`src/rtl/seq_det_sched.sv`:
```
// seq_det_sched: round-robin scheduler that shares one serial pattern matcher across NCH channels.
// Optional `SEQ_DET_SCHED_CH_MASK_EN adds a ch_mask input that excludes channels from arbitration.
module seq_det_sched #(
    parameter int              NCH     = 4,
    parameter int              PLEN    = 5,
    parameter logic [PLEN-1:0] PATTERN = 5'b00100
) (
    input  logic                   clk,
    input  logic                   rst,
    input  logic                   enable,
    input  logic [NCH-1:0]         in_valid,
    input  logic [NCH-1:0]         in_bit,
    output logic [NCH-1:0]         in_ready,
`ifdef SEQ_DET_SCHED_CH_MASK_EN
    input  logic [NCH-1:0]         ch_mask,
`endif
    input  logic                   cfg_we,
    input  logic [PLEN-1:0]        cfg_pattern,
    output logic                   busy,
    output logic                   det_valid,
    output logic [$clog2(NCH)-1:0] det_ch,
    output logic [15:0]            match_cnt,
    output logic [1:0]             dbg_state
);
    localparam int CW = $clog2(NCH);
    localparam int FW = $clog2(PLEN + 1);

    typedef enum logic [1:0] {
        S_IDLE  = 2'd0,
        S_RUN   = 2'd1,
        S_DRAIN = 2'd2
    } state_t;

    state_t          r_state;
    logic [PLEN-1:0] r_pattern;
    logic [PLEN-1:0] r_hist [NCH];
    logic [FW-1:0]   r_fill [NCH];
    logic [CW-1:0]   r_ptr;
    logic            r_det_valid;
    logic [CW-1:0]   r_det_ch;
    logic [15:0]     r_match_cnt;

    logic [NCH-1:0]  w_req;
    logic [NCH-1:0]  w_rot;
    logic [CW:0]     w_sum;
    logic            w_xfer;
    logic [CW-1:0]   w_gidx;
    logic [NCH-1:0]  w_grant;
    logic [PLEN-1:0] w_new_hist;
    logic            w_match;

`ifdef SEQ_DET_SCHED_CH_MASK_EN
    assign w_req = in_valid & ~ch_mask;
`else
    assign w_req = in_valid;
`endif

    // Rotate requests so bit 0 is the pointer position; first set bit wins.
    always_comb begin
        w_rot  = NCH'({w_req, w_req} >> r_ptr);
        w_xfer = 1'b0;
        w_sum  = '0;
        for (int k = 0; k < NCH; k++) begin
            if (!w_xfer && w_rot[k]) begin
                w_xfer = 1'b1;
                w_sum  = {1'b0, r_ptr} + (CW+1)'(k);
            end
        end
        if (w_sum >= (CW+1)'(NCH)) begin
            w_sum = w_sum - (CW+1)'(NCH);
        end
        w_gidx = CW'(w_sum);
        if (r_state != S_RUN) begin
            w_xfer = 1'b0;
        end
        w_grant = w_xfer ? (NCH'(1) << w_gidx) : '0;
    end

    assign w_new_hist = {r_hist[w_gidx][PLEN-2:0], in_bit[w_gidx]};
    assign w_match    = w_xfer && (r_fill[w_gidx] >= FW'(PLEN - 1)) && (w_new_hist == r_pattern);

    always_ff @(posedge clk or negedge rst) begin
        if (!rst) begin
            r_state     <= S_IDLE;
            r_pattern   <= PATTERN;
            r_ptr       <= '0;
            r_det_valid <= 1'b0;
            r_det_ch    <= '0;
            r_match_cnt <= '0;
            for (int k = 0; k < NCH; k++) begin
                r_hist[k] <= '0;
                r_fill[k] <= '0;
            end
        end else begin
            r_det_valid <= w_match;
            if (w_match) begin
                r_det_ch <= w_gidx;
                if (r_match_cnt != 16'hFFFF) begin
                    r_match_cnt <= r_match_cnt + 16'd1;
                end
            end
            case (r_state)
                S_IDLE: begin
                    if (cfg_we) begin
                        r_pattern <= cfg_pattern;
                    end
                    // Every run starts from empty context so no pattern spans a stop.
                    if (enable) begin
                        r_state     <= S_RUN;
                        r_ptr       <= '0;
                        r_match_cnt <= '0;
                        for (int k = 0; k < NCH; k++) begin
                            r_hist[k] <= '0;
                            r_fill[k] <= '0;
                        end
                    end
                end
                S_RUN: begin
                    if (w_xfer) begin
                        r_hist[w_gidx] <= w_new_hist;
                        if (r_fill[w_gidx] != FW'(PLEN)) begin
                            r_fill[w_gidx] <= r_fill[w_gidx] + FW'(1);
                        end
                        r_ptr <= (w_gidx == CW'(NCH - 1)) ? '0 : w_gidx + CW'(1);
                    end
                    if (!enable) begin
                        r_state <= S_DRAIN;
                    end
                end
                S_DRAIN: r_state <= S_IDLE;
                default: r_state <= S_IDLE;
            endcase
        end
    end

    assign in_ready  = w_grant;
    assign busy      = (r_state != S_IDLE);
    assign det_valid = r_det_valid;
    assign det_ch    = r_det_ch;
    assign match_cnt = r_match_cnt;
    assign dbg_state = r_state;
endmodule

```
`config.mk`:
```
export PLATFORM = sky130hd
export DESIGN_NAME = seq_det_sched
export DESIGN_NICKNAME = d
export VERILOG_FILES = /design/src/rtl/seq_det_sched.sv
export SDC_FILE = /design/constraint.sdc
export NUM_CORES = 1
export LEC_CHECK = 0
export ABC_CLOCK_PERIOD_IN_PS = 3190
export BUFFER_PORTS_ARGS = -buffer_cell sky130_fd_sc_hd__buf_2
export CAP_MARGIN = 15
export CORE_AREA = 8 8 68 128
export DETAILED_ROUTE_END_ITERATION = 10
export DIE_AREA = 0 0 76 136
export PLACE_DENSITY = 0.8
export SLEW_MARGIN = 20
export SYNTH_ARGS = -nofsm -noshare
export SYNTH_HDL_FRONTEND = slang
export SYNTH_SLANG_ARGS = --single-unit
```
`constraint.sdc`:
```
create_clock -name clk -period 3.19 [get_ports clk]
set_input_delay 0 -clock clk [delete_from_list [all_inputs] [get_ports clk]]
set_output_delay 0 -clock clk [all_outputs]
set_load 0.01 [all_outputs]
```
==> results of run 1 <==
[power groups by stage]
stage	clock, mW	sequential, mW	combinational [mW]
2_1_floorplan	0	0.926	0.798
3_3_place_gp	0	0.948	1.10
6_report	0.635	0.950	1.26
3_5_place_dp	0	0.951	1.12
5_1_grt	0.671	0.965	1.38
4_1_cts	0.644	0.943	1.14
[stage by stage]
stage	cell area, sq um	utilization, %	TNS (ps)
2_1_floorplan	3300	-	0
3_3_place_gp	3680	51.8	0
3_5_place_dp	3680	51.8	0
4_1_cts	3920	55.2	0
5_1_grt	4020	56.6	-47.5
6_report	4020	56.6	0
[per-layer routing]
layer,global-route usage (%),up-vias
li1,-,1423
met3,4.37,30
met2,27.8,136
met4,8.35,0
met1,20.5,1475
met5,0,-
[kinds of logic after synthesis]
family | Yosys count | synth area share [%]
and+or+nand+nor | 156 | 24.6
AOI/OAI and AO/OA | 84 | 19.1
DFF | 56 | 42.4
buffers and inverters | 28 | 4.35
muxes | 17 | 5.83
adders and majority gates | 7 | 2.65
xor gates and xnor gates | 4 | 1.06
[worst max-delay path, stage by stage, from the launching register on]
cell,delay (ps)
dfrtp_1,400
nor2b_1,90
or4b_4,560
buf_4,210
and3_1,210
a21o_1,180
a221oi_4,370
and4b_2,370
and2_1,250
mux2_4,320
[path summary, 6_finish.rpt]
path | start | end | cells past startpoint
max | r_ptr[0] | det_ch[0] | 9
min | in_bit[0] | r_hist[10] | 5
max reg2reg | r_ptr[0] | det_ch[0] | 9
min reg2reg | r_fill[4] | r_fill[4] | 1
max in group asynchronous | rst | r_fill[11] | 3
min in group asynchronous | rst | match_cnt[7] | 2
[cell usage after synthesis, drive strengths merged (7+ instances only)]
master,instances
a21oi,11
a22o,8
and2,8
and3,7
buf,9
clkbuf,11
dfrtp,55
ha,7
inv,8
mux2,12
nand2,54
nand3,20
nor2,19
nor2b,7
o21ai,27
[what timing repair did]
action | in CTS | in global routing
endpoints found under the hold margin | 38 | 0
gates resized for setup | 0 | 14
setup buffers | 0 | 1
setup endpoints to repair | 0 | 15
hold buffers | 7 | 0
[sequential cells by signal, indices dropped and copies added, names as in the netlist]
register	cells
det_valid	1
r_ptr	2
r_fill	12
det_ch	2
match_cnt	16
r_hist	16
r_pattern	5
dbg_state	2
[area by class of cell]
class                      instances  area [sq um]  share of cell area, %
inverter                           8          30.0                  0.747
tap                               92           115                   2.86
multi-input combinational        269          1850                   46.1
sequential                        56          1400                   34.9
clock buffer                       5           125                   3.11
clock inverter                     3          42.5                   1.06
timing repair buffer              72           453                   11.3
==> impl_metrics.yaml, run 1 <==
run_status:
  outcome: "completed"
pwr:
  totalPowerFinal_mw: 2.85
  power.combinational.fraction_pct: 44.3
  netSwitchingPower_mw: 1.11
  clockPowerShare_pct: 22.3
  internal-power_mw: 1.74
  power_per_cell_area_nw_per_um2: 708
  p_sw_share_pct: 39.0
  irDropWorstVdd_v: 0.000504
  leakagePower_nw: 1.81
  p_seq_share_pct: 33.4
cts:
  tritoncts: "done"
  clk_path_buf_depth: 2
  ctsRootBufferMaster: "clkbuf_16"
  cts-htree-levels: 2
  clkLatencyLatePin_ps: 300
  clkSlewWorstSetupHoldPaths_ps: 80
  cts.sink_count: 56
  numCtsBuffers: 5
drt:
  drc_errors: 0
  vias: 3064
  ant_nets: 0
  dr_wl_met3_um: 530
  top_layer_used: "met4"
  m1WireLength_um: 3670
  drt-wirelength-per-cell_um: 17.4
  wl_met2_um: 4290
  drt_first_pass_iters: 5
  vias_per_cell: 6.07
  drc_marker_count_from_the_first_detailed_route_iteration: 256
  totalWireLength_um: 8810
logic_synthesis:
  yosys_register_bits: 56
  synth_seq_area_share_pct: 42.4
  synthesis.area_per_instance_sq_um: 9.39
  post-synth-top-area-fraction_pct: 41.7
  synthTopCellsByArea: "dfrtp_1 42%, nand2_1 6.1%, o21ai_0 3.9%"
  synth_nets: 376
  number_of_enable_type_register_cells_in_the_synthesized_netlist: 0
  post_synth_num_cell_types: 57
  netlist.top_cell.by_area: "dfrtp_1"
  synth_flop_cell: "dfrtp_1"
  synth_cells: 352
  yosys_warnings: 0
  async_flop_share_pct: 100
  syn_area_sq_um: 3300
grt:
  number_of_global_route_vias_before_repair: 2972
  grt_pass1_wl_um: 14500
  grt_max_degree: 35
  globalRouteTotalUtil_pct: 17.1
  grt_antenna_before_repair: 0
  grt-ovfl-total: 0
cells_and_area:
  n_fill_cell: 609
  most_frequent_cells_in_the_layout: "55 x dfrtp_1, 54 x nand2_1, 42 x buf_2"
  antenna-diode-count: 0
  flow.area_growth_from_synthesis_pct: 21.7
  final_common_cell: "dfrtp_1"
  final_nets: 436
  stdcell_count: 505
  layout-drive-gt1-share_pct: 25.2
place:
  port_buffers: 42
  dpl.cell_count: 488
  gp_routability_congestion: 0.889
  place_ws_ps: 82.9
  post_dp_hpwl_um: 6130
sta:
  final.period_utilization_pct: 96.7
  finalWorstSetupSlack_ps: 107
  setup_viol: 0
  hold_viol: 0
  slew-limit-headroom_pct: 46.4
  maxSlewViolCount: 0
  hold_slack_ps: 164
  max_freq_mhz: 324
  final.setup_skew_ps: 7.21
  actual_transition_at_the_worst_max_transition_pin_ps: 803
  final_period_minus_worst_setup_slack_ps: 3080
worst_setup_path:
  cp.required_ps: 3380
  critical_path_peak_fanout: 15
  startpoint_type: "register"
  cp-end-kind: "register"
  cp.arrival_ps: 3270
  setup.worst_path.class: "reg -> reg"
  r2r_setup_slack_ps: 110
floorplan:
  core_area_sq_um: 7100
  num_rows: 44
  die_w_um: 76
  dieHeight_um: 136
  initial_core_util_pct: 46.5
  top_level_ports: 43
  die-area_sq_um: 10300
worst_hold_path:
  holdCritPathClass: "in -> reg"
flow_run:
  drv.max_cap_violation_count: 0
Note: power is estimated with default switching activity, not from simulation.
==> inputs of run 2 (changes only) <==
--- a/config.mk
+++ b/config.mk
@@ -5,12 +5,13 @@
 export SDC_FILE = /design/constraint.sdc
 export NUM_CORES = 1
 export LEC_CHECK = 0
+export ABC_AREA = 1
 export ABC_CLOCK_PERIOD_IN_PS = 3190
 export BUFFER_PORTS_ARGS = -buffer_cell sky130_fd_sc_hd__buf_2
 export CAP_MARGIN = 15
-export CORE_AREA = 8 8 68 128
+export CORE_AREA = 8 8 70 133
 export DETAILED_ROUTE_END_ITERATION = 10
-export DIE_AREA = 0 0 76 136
+export DIE_AREA = 0 0 78 141
 export PLACE_DENSITY = 0.8
 export SLEW_MARGIN = 20
 export SYNTH_ARGS = -nofsm -noshare
==> run 2 against run 1 <==
First-iteration DRC count grew 22%. Worst hold slack got worse by 1.4 ps. Clock-buffer cell count up 1. Clock skew increased by 2.6 ps. Non-clock buffer count is 10 lower. Routed wire length grew 13%. Critical endpoint is now match_cnt[8]. Largest cell class unchanged.
==> impl_metrics.yaml, run 2 <==
run_status:
  outcome: "completed"
logic_synthesis:
  netlist.top_cell.by_area: "dfrtp_1"
  yosys_warnings: 0
  post-synth-top-area-fraction_pct: 37.9
  post_synth_num_cell_types: 36
  number_of_enable_type_register_cells_in_the_synthesized_netlist: 0
  synth_cells: 486
  async_flop_share_pct: 100
  ys_top_cells_by_count: "126 x nand2_1, 67 x inv_1, 55 x dfrtp_1, 43 x nand3_1, 31 x nor2_1"
  synth_flop_cell: "dfrtp_1"
  syn_area_sq_um: 3640
  yosys_register_bits: 56
  synth_seq_area_share_pct: 38.6
  synthTopCellsByArea: "dfrtp_1 38%, nand2_1 13%, inv_1 6.9%"
  synthesis.area_per_instance_sq_um: 7.48
  yosys.cell_count.top_type: "nand2_1"
  synth_nets: 510
grt:
  globalRouteTotalUtil_pct: 18.3
  met1_usage_pct: 18.1
  gr-usage-met3_pct: 3.63
  number_of_global_route_vias_before_repair: 3622
  grt_pass1_wl_um: 16500
  grt_antenna_before_repair: 0
  top_usage_layer: "met2"
  grt-ovfl-total: 0
  grt_max_degree: 36
  met2_usage_pct: 33.5
pwr:
  internal-power_mw: 1.99
  irDropWorstVdd_v: 0.000494
  clockPowerShare_pct: 13.6
  totalPowerFinal_mw: 4.14
  p_sw_share_pct: 51.9
  netSwitchingPower_mw: 2.15
  p_seq_share_pct: 23.6
  power.combinational.fraction_pct: 62.8
  power_per_cell_area_nw_per_um2: 990
  leakagePower_nw: 2.21
sta:
  max_freq_mhz: 345
  actual_transition_at_the_worst_max_transition_pin_ps: 805
  slew-limit-headroom_pct: 46.3
  final.period_utilization_pct: 90.7
  finalWorstSetupSlack_ps: 295
  setup_viol: 0
  maxSlewViolCount: 0
  final_period_minus_worst_setup_slack_ps: 2890
  hold_viol: 0
  final.setup_skew_ps: 9.83
  unrepaired_setup_endpoints_after_global_routing: "false"
  setup_tns_ps: 0
worst_setup_path:
  cp.required_ps: 3370
  r2r.worst_path.cells: 20
  critical_path_peak_fanout: 17
  startpoint_type: "register"
  rr_startpoint: "r_ptr[0]"
  worstReg2RegEnd: "match_cnt[8]"
  r2r_setup_slack_ps: 300
  setup.worst_path.class: "reg -> reg"
  cp.arrival_ps: 3080
  cp-end-kind: "register"
place:
  gp_routability_congestion: 0.934
  post_dp_hpwl_um: 7520
  place_ws_ps: 226
  port_buffers: 42
cts:
  clk_path_buf_depth: 2
  cts.sink_count: 56
  numCtsBuffers: 5
  ctsRootBufferMaster: "clkbuf_16"
  clkLatencyLatePin_ps: 300
  tritoncts: "done"
  clkSlewWorstSetupHoldPaths_ps: 70
  cts-htree-levels: 2
floorplan:
  die-area_sq_um: 11000
  dieHeight_um: 141
  die_w_um: 78
  initial_core_util_pct: 48.2
  core_area_sq_um: 7540
  num_rows: 45
  top_level_ports: 43
worst_hold_path:
  min_to: "r_pattern[2]"
  holdCritPathClass: "in -> reg"
  worst_hold_path_depth: 3
  min-delay-start: "cfg_we"
cells_and_area:
  finalCoreUtilization_pct: 55.4
  flow.area_growth_from_synthesis_pct: 15.0
  antenna-diode-count: 0
  final_common_cell: "nand2_1"
  layout-drive-gt1-share_pct: 20.4
  final_nets: 566
  most_frequent_cells_in_the_layout: "125 x nand2_1, 67 x inv_1, 55 x dfrtp_1"
drt:
  vias: 3566
  drt-wirelength-per-cell_um: 15.7
  drt_first_pass_iters: 5
  vias_per_cell: 5.60
  totalWireLength_um: 9970
  ant_nets: 0
  drc_marker_count_from_the_first_detailed_route_iteration: 313
  drc_errors: 0
flow_run:
  drv.max_cap_violation_count: 0
[run 2: cell types whose count changed in the layout (fill, tap and decap cells not counted), sizes merged, moves of 8 or more]
cell,change
and2,-8
buf,-10
nor2,+18
o22ai,+9
mux2,-10
a22o,-8
nand4,+13
nand2,+90
inv,+63
nand3,+33
[run 2: per-layer routing]
layer	wire length (um)	vias to the layer above
met3	534	33
met1	3520	1704
met5	0	-
met2	5470	140
li1	-	1689
met4	448	0
[run 2: per-stage QoR]
stage	hold WS [ps]	instance area (sq um)	std cells
global placement	126	3910	617
global route	188	4180	637
CTS	157	4130	632
floorplan	-296	3640	486
detailed placement	137	3910	617
finish	162	4180	637
[run 2: power by group through the flow]
stage	Clock, mW	Sequential (mW)	Combinational [mW]
finish	0.565	0.975	2.60
detailed placement	0	0.985	2.45
floorplan	0	0.957	2.00
global placement	0	0.975	2.39
global route	0.602	0.991	2.86
CTS	0.572	0.973	2.48
[run 2: worst max-delay path, stage by stage, from the launching register on]
cell and delay, ps:
dfrtp_1 390, inv_2 150, nand2_1 120, nand2_2 110
nand2_2 60, nand2_2 110, inv_2 40, o21ai_1 100
nand2_1 100, nand3_2 130, buf_4 250, nand2_1 100
nand3_2 100, nand2_2 110, nand2_1 100, nand2_2 90
nor2_8 230, nand3_4 160, buf_12 180, nand2_1 50
a21oi_1 60
[run 2: kinds of logic (layout without fill, tap and decap cells)]
group,Yosys count,count (layout),share of synthesized area (%)
compound gates,65,65,9.84
xor+xnor,11,11,2.65
fa+ha+maj,7,7,2.41
buf+inv,84,141,10.6
flops,56,56,38.6
mux,2,2,0.619
simple gates,261,261,35.3
[run 2: final cells by class]
cell class,instances,area [sq um]
fillers,706,3360
multi-input cells,346,1850
flip-flops and latches,56,1400
repair buffers,62,390
inverters,71,269
clock buffers,6,139
well taps,94,118
clock inverters,2,10.0
[run 2: how the worst max path moves through the flow]
stage | startpoint | depth (start not counted) | slack, ps | endpoint
final | r_ptr[0] | 20 | 300 | match_cnt[8]
after global routing | r_ptr[0] | 18 | 40 | r_fill[0]
after CTS | r_ptr[0] | 20 | 200 | match_cnt[6]
after detailed placement | r_ptr[0] | 20 | 230 | match_cnt[6]
after global placement | r_ptr[0] | 21 | 370 | match_cnt[10]
after floorplan | r_ptr[1] | 17 | 590 | r_fill[0]
[run 2: timing repair]
item                                   in CTS  in global routing
buffers inserted                            0                  5
setup endpoints to repair                   0                  9
hold buffers                                7                  0
resized for setup                           0                  1
endpoints found under the hold margin      39                  0
==> inputs of run 3 (changes only) <==
--- a/config.mk
+++ b/config.mk
@@ -9,10 +9,10 @@
 export ABC_CLOCK_PERIOD_IN_PS = 3190
 export BUFFER_PORTS_ARGS = -buffer_cell sky130_fd_sc_hd__buf_2
 export CAP_MARGIN = 15
-export CORE_AREA = 8 8 70 133
+export CORE_AREA = 8 8 87 167
 export DETAILED_ROUTE_END_ITERATION = 10
-export DIE_AREA = 0 0 78 141
-export PLACE_DENSITY = 0.8
+export DIE_AREA = 0 0 95 175
+export PLACE_DENSITY = 0.58
 export SLEW_MARGIN = 20
 export SYNTH_ARGS = -nofsm -noshare
 export SYNTH_HDL_FRONTEND = slang
==> run 3 against run 2 <==
Sequential power decreased by 0.4%. Final area rose by 3.5%. Clock-buffer cell count fell by 1. Flip-flop and latch count unchanged. Critical path depth shrank 4. Global-route usage down 6.3 points. Largest power group unchanged.
==> impl_metrics.yaml, run 3 (synthesis gave the netlist of run 2 again) <==
run_status:
  outcome: "completed"
pwr:
  clockPowerShare_pct: 17.9
  p_seq_share_pct: 22.3
  internal-power_mw: 2.21
  power_per_cell_area_nw_per_um2: 1010
  p_sw_share_pct: 49.3
  irDropWorstVdd_v: 0.000574
  netSwitchingPower_mw: 2.15
  leakagePower_nw: 2.23
  power.combinational.fraction_pct: 59.8
grt:
  met2_usage_pct: 19.4
  grt_antenna_before_repair: 0
  gr-usage-met3_pct: 2.67
  grt_pass1_wl_um: 16200
  met1_usage_pct: 15.4
  grt_max_degree: 35
  number_of_global_route_vias_before_repair: 3353
  grt-ovfl-total: 0
  top_usage_layer: "met2"
  globalRouteTotalUtil_pct: 12.1
floorplan:
  die-area_sq_um: 16600
  initial_core_util_pct: 29.3
  dieHeight_um: 175
  num_rows: 58
  top_level_ports: 43
  core_area_sq_um: 12400
  die_w_um: 95
drt:
  drc_marker_count_from_the_first_detailed_route_iteration: 209
  drc_errors: 0
  vias_per_cell: 4.85
  ant_nets: 0
  drt_first_pass_iters: 5
  totalWireLength_um: 9470
  drt-wirelength-per-cell_um: 13.7
  vias: 3361
sta:
  setup_tns_ps: 0
  hold_slack_ps: 168
  finalWorstSetupSlack_ps: 319
  final_period_minus_worst_setup_slack_ps: 2870
  hold_viol: 0
  actual_transition_at_the_worst_max_transition_pin_ps: 793
  max_freq_mhz: 348
  maxSlewViolCount: 0
  unrepaired_setup_endpoints_after_global_routing: "true"
  final.period_utilization_pct: 90.0
  final.setup_skew_ps: 5.85
  setup_viol: 0
  slew-limit-headroom_pct: 47.1
place:
  port_buffers: 42
  gp_routability_congestion: 0.845
  post_dp_hpwl_um: 7180
  place_ws_ps: 36.7
  dpl.cell_count: 675
cts:
  cts.sink_count: 56
  ctsRootBufferMaster: "clkbuf_16"
  numCtsBuffers: 5
  clkLatencyLatePin_ps: 300
  tritoncts: "done"
  clk_path_buf_depth: 2
  cts-htree-levels: 2
  clkSlewWorstSetupHoldPaths_ps: 70
worst_setup_path:
  setup.worst_path.class: "reg -> reg"
  startpoint_type: "register"
  cp.required_ps: 3380
  r2r.worst_path.cells: 16
  critical_path_peak_fanout: 19
  rr_startpoint: "r_ptr[0]"
  worstReg2RegEnd: "r_fill[0]"
  cp.arrival_ps: 3060
  cp-end-kind: "register"
  r2r_setup_slack_ps: 320
flow_run:
  drv.max_cap_violation_count: 0
cells_and_area:
  antenna-diode-count: 0
  flow.area_growth_from_synthesis_pct: 19.0
  layout-drive-gt1-share_pct: 21.0
  final_common_cell: "nand2_1"
  stdcell_count: 693
  most_frequent_cells_in_the_layout: "124 x nand2_1, 66 x inv_1, 55 x dfrtp_1"
  finalCoreUtilization_pct: 34.9
  final_nets: 566
worst_hold_path:
  min_to: "r_pattern[2]"
  holdCritPathClass: "in -> reg"
  min-delay-start: "cfg_we"
  worst_hold_path_depth: 3
[run 3: cell types whose count changed in the layout (fill, tap and decap cells not counted), sizes merged]
cell    before  now
clkinv       2    0
bufinv       0    3
clkbuf       6    5
[run 3: area by class of cell]
type,instances,area [sq um]
sequential,56,1400
tap,150,188
multi-input combinational,346,1870
clock inverter,3,90.1
fill,1292,8080
timing repair buffer,62,378
inverter,71,269
clock buffer,5,125
[run 3: worst max-delay path by stage]
| stage | startpoint | end | slack [ps] | depth (start not counted) |
|---|---|---|---|---|
| 2_1_floorplan | r_ptr[1] | r_fill[0] | 590 | 17 |
| 3_3_place_gp | r_ptr[0] | r_fill[0] | 250 | 18 |
| 3_5_place_dp | r_ptr[0] | r_fill[0] | 40 | 17 |
| 4_1_cts | r_ptr[0] | r_fill[0] | 30 | 17 |
| 5_1_grt | r_ptr[0] | r_fill[0] | 2 | 17 |
| 6_report | r_ptr[0] | r_fill[0] | 320 | 16 |
[run 3: what timing repair did]
item                                    CTS  global route
setup buffers                             0             3
hold buffers                              7             0
hold endpoints to repair                 38             0
endpoints found under the setup margin    0            18
resized for setup                         0             6
[run 3: per-stage QoR]
stage / area (sq um) / power [mW]
final: 4330 / 4.35
after global routing: 4330 / 4.74
after CTS: 4280 / 4.32
after detailed placement: 3990 / 3.51
after global placement: 3990 / 3.51
after floorplan: 3640 / 2.95
[run 3: metal layers]
layer / up-vias / routed length [um]
met2: 75 / 4490
met5: - / 0
met3: 15 / 491
met4: 0 / 172
li1: 1688 / -
met1: 1583 / 4320
[run 3: power groups by stage]
stage | logic, mW | registers (mW) | clock network, mW
6_report | 2.60 | 0.971 | 0.781
5_1_grt | 2.92 | 0.993 | 0.827
4_1_cts | 2.55 | 0.971 | 0.803
3_5_place_dp | 2.53 | 0.983 | 0
3_3_place_gp | 2.52 | 0.983 | 0
2_1_floorplan | 2.00 | 0.957 | 0
[run 3: worst max-delay path, stage by stage, from the launching register on]
cell and delay [ps]:
dfrtp_1 430, buf_4 190, nand2_1 90, nand3_1 80, nand2_1 160, o21ai_1 100, nand2_1 100, nand3_4 210
inv_2 180, a21oi_1 100, a32oi_2 230, ha_1 200, nand4_1 280, nand2_2 210, inv_1 70, nand3_1 80
nand2_1 50
